### src/rtl/regbank_pkg.sv
// regbank_pkg: shared defaults and address-width helper for the register bank.
package regbank_pkg;
  localparam int DEF_WIDTH = 8;
  localparam int DEF_DEPTH = 8;
  function automatic int clog2(input int v);
    int r;
    r = 0;
    for (int i = 0; i < 31; i++) if ((1 << i) < v) r = i + 1;
    return r;
  endfunction
endpackage

### src/rtl/regbank_rdport.sv
// regbank_rdport: one registered read port with write-first bypass, clear-first and r0 masking.
module regbank_rdport
  import regbank_pkg::*;
#(
  parameter int WIDTH   = DEF_WIDTH,
  parameter int DEPTH   = DEF_DEPTH,
  parameter int ZERO_R0 = 1,
  parameter int AW      = clog2(DEPTH)
) (
  input  logic                        clk,
  input  logic                        rst,
  input  logic [DEPTH-1:0][WIDTH-1:0] regs_i,
  input  logic                        we_i,
  input  logic [AW-1:0]               waddr_i,
  input  logic [WIDTH-1:0]            wdata_i,
  input  logic                        clr_i,
  input  logic                        re_i,
  input  logic [AW-1:0]               raddr_i,
  output logic [WIDTH-1:0]            rdata_o,
  output logic                        rvalid_o
);
  logic [WIDTH-1:0] hit, rdata_d, rdata_q;
  logic             rvalid_q;
  // clear and r0 masking dominate the bypassed value, so the read sees the state after this edge
  always_comb begin
    hit     = (we_i && waddr_i == raddr_i) ? wdata_i : regs_i[raddr_i];
    rdata_d = !re_i ? rdata_q : (clr_i || (ZERO_R0 != 0 && raddr_i == '0)) ? '0 : hit;
  end
  always_ff @(posedge clk or posedge rst)
    if (rst) begin
      rdata_q  <= '0;
      rvalid_q <= 1'b0;
    end else begin
      rdata_q  <= rdata_d;
      rvalid_q <= re_i;
    end
  assign rdata_o  = rdata_q;
  assign rvalid_o = rvalid_q;
endmodule

### src/rtl/regbank.sv
// regbank: DEPTH x WIDTH register file, one write port, two registered read ports, sync clear.
module regbank
  import regbank_pkg::*;
#(
  parameter int WIDTH   = DEF_WIDTH,
  parameter int DEPTH   = DEF_DEPTH,
  parameter int ZERO_R0 = 1,
  localparam int AW     = clog2(DEPTH)
) (
  input  logic             clk,
  input  logic             rst,
  input  logic             we,
  input  logic [AW-1:0]    waddr,
  input  logic [WIDTH-1:0] wdata,
  input  logic             clr,
  input  logic             rea,
  input  logic [AW-1:0]    raddr_a,
  output logic [WIDTH-1:0] rdata_a,
  input  logic             reb,
  input  logic [AW-1:0]    raddr_b,
  output logic [WIDTH-1:0] rdata_b,
  output logic             rvalid_a,
  output logic             rvalid_b
);
  logic [DEPTH-1:0][WIDTH-1:0] mem_q;
  logic [DEPTH-1:0]            wen;
  always_comb begin
    wen        = '0;
    wen[waddr] = we;
    wen[0]     = wen[0] & (ZERO_R0 == 0);
  end
  always_ff @(posedge clk or posedge rst)
    if (rst) mem_q <= '0;
    else for (int i = 0; i < DEPTH; i++) mem_q[i] <= clr ? '0 : wen[i] ? wdata : mem_q[i];
  regbank_rdport #(.WIDTH(WIDTH), .DEPTH(DEPTH), .ZERO_R0(ZERO_R0), .AW(AW)) u_rd_a (
    .clk(clk), .rst(rst), .regs_i(mem_q), .we_i(we), .waddr_i(waddr), .wdata_i(wdata),
    .clr_i(clr), .re_i(rea), .raddr_i(raddr_a), .rdata_o(rdata_a), .rvalid_o(rvalid_a)
  );
  regbank_rdport #(.WIDTH(WIDTH), .DEPTH(DEPTH), .ZERO_R0(ZERO_R0), .AW(AW)) u_rd_b (
    .clk(clk), .rst(rst), .regs_i(mem_q), .we_i(we), .waddr_i(waddr), .wdata_i(wdata),
    .clr_i(clr), .re_i(reb), .raddr_i(raddr_b), .rdata_o(rdata_b), .rvalid_o(rvalid_b)
  );
endmodule
### config.mk
export PLATFORM = sky130hd
export DESIGN_NAME = regbank
export DESIGN_NICKNAME = d
export VERILOG_FILES = /design/src/rtl/regbank_pkg.sv /design/src/rtl/regbank_rdport.sv /design/src/rtl/regbank.sv
export SDC_FILE = /design/constraint.sdc
export NUM_CORES = 1
export LEC_CHECK = 0
export ABC_AREA = 1
export BUFFER_PORTS_ARGS = -buffer_cell sky130_fd_sc_hd__buf_2
export CAP_MARGIN = 20
export CORE_UTILIZATION = 35
export DETAILED_ROUTE_END_ITERATION = 10
export PLACE_DENSITY = 0.56
export SYNTH_ARGS = -nofsm -noshare
export SYNTH_HDL_FRONTEND = slang
export SYNTH_SLANG_ARGS = --single-unit
### constraint.sdc
create_clock -name clk -period 3.05 [get_ports clk]
set_input_delay 0.61 -clock clk [delete_from_list [all_inputs] [get_ports clk]]
set_output_delay 0.61 -clock clk [all_outputs]
set_load 0.05 [all_outputs]
# Word-level counts from Yosys, hierarchy flattened
# Cells that the tools add are included.
# totals
reg_bits,82
input_bits,23
out_inout_bits,18
wordCells,58
# classes
magnitude_cmp,4
n_eq_ne,2
muxes,25
bitwise,1
reduce_logical,14
# ops
op,count
two-way mux 8 bit,21
binary-select mux 8 bit (select 3 bit),2
nonzero test 2 bit,7
"less-than comparator 3 x 4 -> 1 bit, second input constant",3
AND 8 bit,1
equality test 3 bit,2
zero test 3 bit,2
demux 1 bit (select 3 bit),1
"greater-or-equal comparator 3 x 1 -> 1 bit, second input constant",1
logical AND 1 bit,3
logical OR 1 bit,2
two-way mux 1 bit,1

# Longest topological paths before layout
# logic_depth
word_depth,7
depth_mapped,11

# Modules after synthesis
# Synthesis repeated with hierarchy kept, for this count alone.
# hier_totals
cells_unflattened,725
hier_area_um2,4793.3
# modules_own_cells
module,n_inst,cells_per_inst,area_each_um2,seq_area_each_um2
regbank_rdport,2,223,1216.2,225.2
regbank,1,279,2361.0,1401.3

# Worst setup path after synthesis
# Ideal clock, no wire load.
# synth_timing
path_type,input to register
startpoint,in raddr_a[0]
endpoint,reg u_rd_a.rdata_q[6] (netlist: u_rd_a.rdata_o[6])
arrival_ns,1.437
t_required_ns,2.932
slack_ns,1.495
cell_stages,10
n_path_buf,1
cell_sequence,buf_2 -> inv_2 -> nand2_1 -> nand2_1 -> nor2_4 -> nand2_4 -> nand3_1 -> nand2_1 -> nand2_1 -> nand2_1
# synth_between
elab_chain_len,4
# synth_rtl
item,line_no,source
start: declaration,regbank.sv:17,"input logic [AW-1:0] raddr_a,"
binary-select mux 8 bit (select 3 bit) / equality test 3 bit (equally long branches),regbank_rdport.sv:26,hit = (we_i && waddr_i == raddr_i) ? wdata_i : regs_i[raddr_i];
two-way mux 8 bit (not written as such) / logical AND 1 bit (equally long branches),regbank_rdport.sv:26,
two-way mux 8 bit,regbank_rdport.sv:26,
two-way mux 8 bit *,regbank_rdport.sv:27,rdata_d = !re_i ? rdata_q : (clr_i || (ZERO_R0 != 0 && raddr_i == '0)) ? '0 : hit;
end signal: assignment,regbank_rdport.sv:34,rdata_q <= rdata_d;
end: declaration,regbank_rdport.sv:22,"logic [WIDTH-1:0] hit, rdata_d, rdata_q;"
# Mark *: on every way between the ends. The rest lies on a longest branch, timed or not. The select of a mux whose other input is x is not followed.
# A chain may end at the register's enable or synchronous reset.

# Final worst setup path
# layout_timing
startpoint,in raddr_b[1]
endpoint,reg u_rd_b.rdata_q[6] (netlist: u_rd_b.rdata_o[6])
# layout_between
elab_chain_len,4
# layout_rtl
item,line_no,source
start: declaration,regbank.sv:20,"input logic [AW-1:0] raddr_b,"
binary-select mux 8 bit (select 3 bit) / equality test 3 bit (equally long branches),regbank_rdport.sv:26,
two-way mux 8 bit (not written as such) / logical AND 1 bit (equally long branches),regbank_rdport.sv:26,
two-way mux 8 bit,regbank_rdport.sv:26,
two-way mux 8 bit *,regbank_rdport.sv:27,
end signal: assignment,regbank_rdport.sv:34,
end: declaration,regbank_rdport.sv:22,
# Marks and branches as above.

==> flow_metrics.env <==
export IMPL_status="finished clean"
export IMPL_htreeDepth=3
export IMPL_setup_viol=0
export IMPL_postRouteAntennaNets=0
export IMPL_ys_seq_area_share_pct=42.4
export IMPL_clock_root_buffer="clkbuf_16"
export IMPL_die_y_um=114
export IMPL_register_area_um2=1850
export IMPL_fmax_mhz=497
export IMPL_insertion_delay_ps=350
export IMPL_drive_gt1_share_pct=17.7
export IMPL_power_density_nw_per_um2=568
export IMPL_start_kind="primary input"
export IMPL_critical_path_buf_inv_count=2
export IMPL_io_pins=41
export IMPL_peakVddDrop_uv=274
export IMPL_core_area_um2=12100
export IMPL_wl_per_cell_um=16.1
export IMPL_initial_core_util_pct=36.1
export IMPL_worstRegToRegCells=8
export IMPL_startpoint="raddr_b[1]"
export IMPL_fillers=1331
export IMPL_num_vias=4028
export IMPL_syn_num_nets=618
export IMPL_holdBufCountCts=0
export IMPL_critPathTopFamily="simple AND/OR/NAND/NOR gates"
export IMPL_syn_to_final_growth_pct=15.0
export IMPL_place_hpwl_mm=9.31
export IMPL_nets=647
export IMPL_min_period_over_period_pct=66.0
export IMPL_grt_max_degree=73
export IMPL_multi_input_area_um2=2130
export IMPL_gp_congestion=0.859
export IMPL_fp_row_count=40
export IMPL_cpMaxStageDelayCell="inv_1"
export IMPL_critPathRequiredTime_ps=3280
export IMPL_worstMarginPinSlew_ps=742
export IMPL_cts_buffer_depth=2
export IMPL_dr_pass1_iters=5
export IMPL_critPathKind="in -> reg"
export IMPL_fin_tns_setup_ps=0
export IMPL_worstPathMaxFanout=20
export IMPL_drc_errors=0
export IMPL_rr_endpoint="u_rd_b.rdata_o[7]"
export IMPL_end_kind="register"
export IMPL_avgSynthCellArea_um2=7.34
export IMPL_drt_iter0_drc=238
export IMPL_synth_cells=595
export IMPL_antenna_found_initial=0
export IMPL_tritoncts="yes"
export IMPL_n_antenna_cell=0
export IMPL_grt_setup_unrepaired="no"
export IMPL_min_period_ps=2010
export IMPL_rrSetupSlack_ps=1900
export IMPL_post_cts_setup_buffer_count=0
export IMPL_crit_top_cell="nand2_1"
export IMPL_cp_cell_sequence="buf_2, inv_1, nand2_1, nand2_1, nor2_4, nand2_4, nand3_2, nand2_1, nand2_1, nand2_1"
export IMPL_cp_arrival_ps=2250
export IMPL_r2r_start="mem_q[47]"
export IMPL_synth_cell_types=25
export IMPL_finalClockSkew_ps=6.22
export IMPL_grt_pass1_wl_mm=20.5
export IMPL_overflow=0
export IMPL_synth_seq_cells=74
export IMPL_hold_viol=0
export IMPL_vias_per_cell=5.06
export IMPL_grt_use_total_pct=21.2
export IMPL_clkTransAtPathRegs_ps=60
export IMPL_p_leak_uw=0.00256
export IMPL_grt_pass1_vias=3848
export IMPL_hp_class="in -> async"
export IMPL_setup_ws_ps=1040
export IMPL_die_w_um=114
export IMPL_slew_headroom_pct=50.3
export IMPL_finalMaxSlewViolations=0
export IMPL_numPortBuffers=40
export IMPL_cts_sinks=74
export IMPL_yosys_warnings=0
export IMPL_numCtsBuffers=9
export IMPL_cts_resized=0
export IMPL_cpPeakStageDelay_ps=350
export IMPL_drv_cap=0
export IMPL_dpl_worst_slack_ps=701
export IMPL_syn_area_um2=4370
export IMPL_wl_mm=12.8
export IMPL_die_area_um2=12900
[logic make-up (layout without fill, tap and decap cells)]
kind of cell / after synthesis / count (layout) / synth area share, %
DFF: 74 / 74 / 42.4
AOI/OAI and AO/OA: 87 / 87 / 10.6
and+or+nand+nor: 325 / 325 / 34.1
muxes: 16 / 16 / 4.12
buffers and inverters: 93 / 126 / 8.82
[layout make-up]
| class | count | area share [%] |
|---|---|---|
| well taps | 168 | 4.18 |
| flip-flops and latches | 74 | 36.8 |
| clock inverters | 5 | 2.04 |
| inverters | 68 | 5.08 |
| repair buffers | 43 | 4.68 |
| clock buffers | 10 | 4.75 |
| multi-input cells | 428 | 42.4 |
[stage by stage]
stage | power (µW) | instances | cell area, µm² | util [%] | hold slack [ps]
finish | 2850 | 796 | 5030 | 41.5 | 120
global route | 2990 | 796 | 5030 | 41.5 | 115
CTS | 2880 | 796 | 5030 | 41.5 | 116
detailed placement | 1650 | 781 | 4680 | 38.7 | 461
global placement | 1640 | 781 | 4680 | 38.7 | 461
floorplan | 1500 | 595 | 4370 | - | 453
[power breakdown]
group | total (µW) | switching [µW] | internal [µW]
combinational | 528 | 381 | 148
clock | 1220 | 405 | 814
sequential | 1110 | 45.1 | 1060
total | 2850 | 831 | 2020
[registers in the layout, indices dropped and copies added (netlist names)]
name and count:
mem_q 56, u_rd_a.rdata_o 8, u_rd_a.rvalid_o 1, u_rd_b.rdata_o 8, u_rd_b.rvalid_o 1
[synthesized netlist by cell type]
cell type	number	area (µm²)
a21oi_1	16	80.1
buf_1	1	3.75
buf_2	17	85.1
buf_4	2	15.0
buf_6	1	11.3
clkbuf_1	4	15.0
clkinv_1	2	7.51
dfrtp_1	74	1850
inv_1	61	229
inv_2	5	18.8
mux2_2	16	180
nand2_1	190	713
nand2_2	11	68.8
nand2_4	2	22.5
nand3_1	88	440
nand3_2	7	70.1
nor2_1	18	67.6
nor2_4	3	33.8
nor2_8	1	20.0
nor3_1	2	10.0
nor3_2	1	10.0
nor3_4	2	32.5
o21ai_0	67	335
o21ai_2	3	26.3
o31ai_4	1	21.3
[cell usage in the layout (no fill, tap or decap)]
cell type,Yosys,layout
nor3_2,1,1
nand2_1,190,190
nor2_1,18,18
nor2_4,3,3
clkbuf_16,0,9
buf_4,2,2
bufinv_16,0,3
nand3_1,88,88
nand2_2,11,11
dfrtp_1,74,74
nor2_8,1,1
o31ai_4,1,1
nor3_4,2,2
nand3_2,7,7
clkinvlp_4,0,1
inv_1,61,60
buf_12,0,1
clkinv_2,0,1
a21oi_1,16,16
mux2_2,16,16
buf_2,17,40
o21ai_0,67,67
nor3_1,2,2
o21ai_2,3,3
nand2_4,2,2
inv_2,5,6
clkinv_1,2,2
clkbuf_8,0,1
[metal layers]
metal | share of wire, % | wire (µm) | GRT usage, % | vias to the layer above
li1 | - | - | - | 1967
met1 | 46 | 5850 | 27.9 | 1923
met2 | 47 | 5970 | 33.9 | 110
met3 | 4.9 | 620 | 4.78 | 28
met4 | 2.7 | 346 | 8.42 | 0
met5 | 0 | 0 | 0 | -
[worst max path at each step]
| stage | end | cells after the start |
|---|---|---|
| 2_1_floorplan | mem_q[10] | 1 |
| 3_3_place_gp | u_rd_b.rdata_o[6] | 10 |
| 3_5_place_dp | u_rd_b.rdata_o[6] | 10 |
| 4_1_cts | u_rd_b.rdata_o[6] | 10 |
| 5_1_grt | u_rd_a.rdata_o[6] | 10 |
| 6_report | u_rd_b.rdata_o[6] | 10 |
Note: power is estimated with default switching activity, not from simulation.
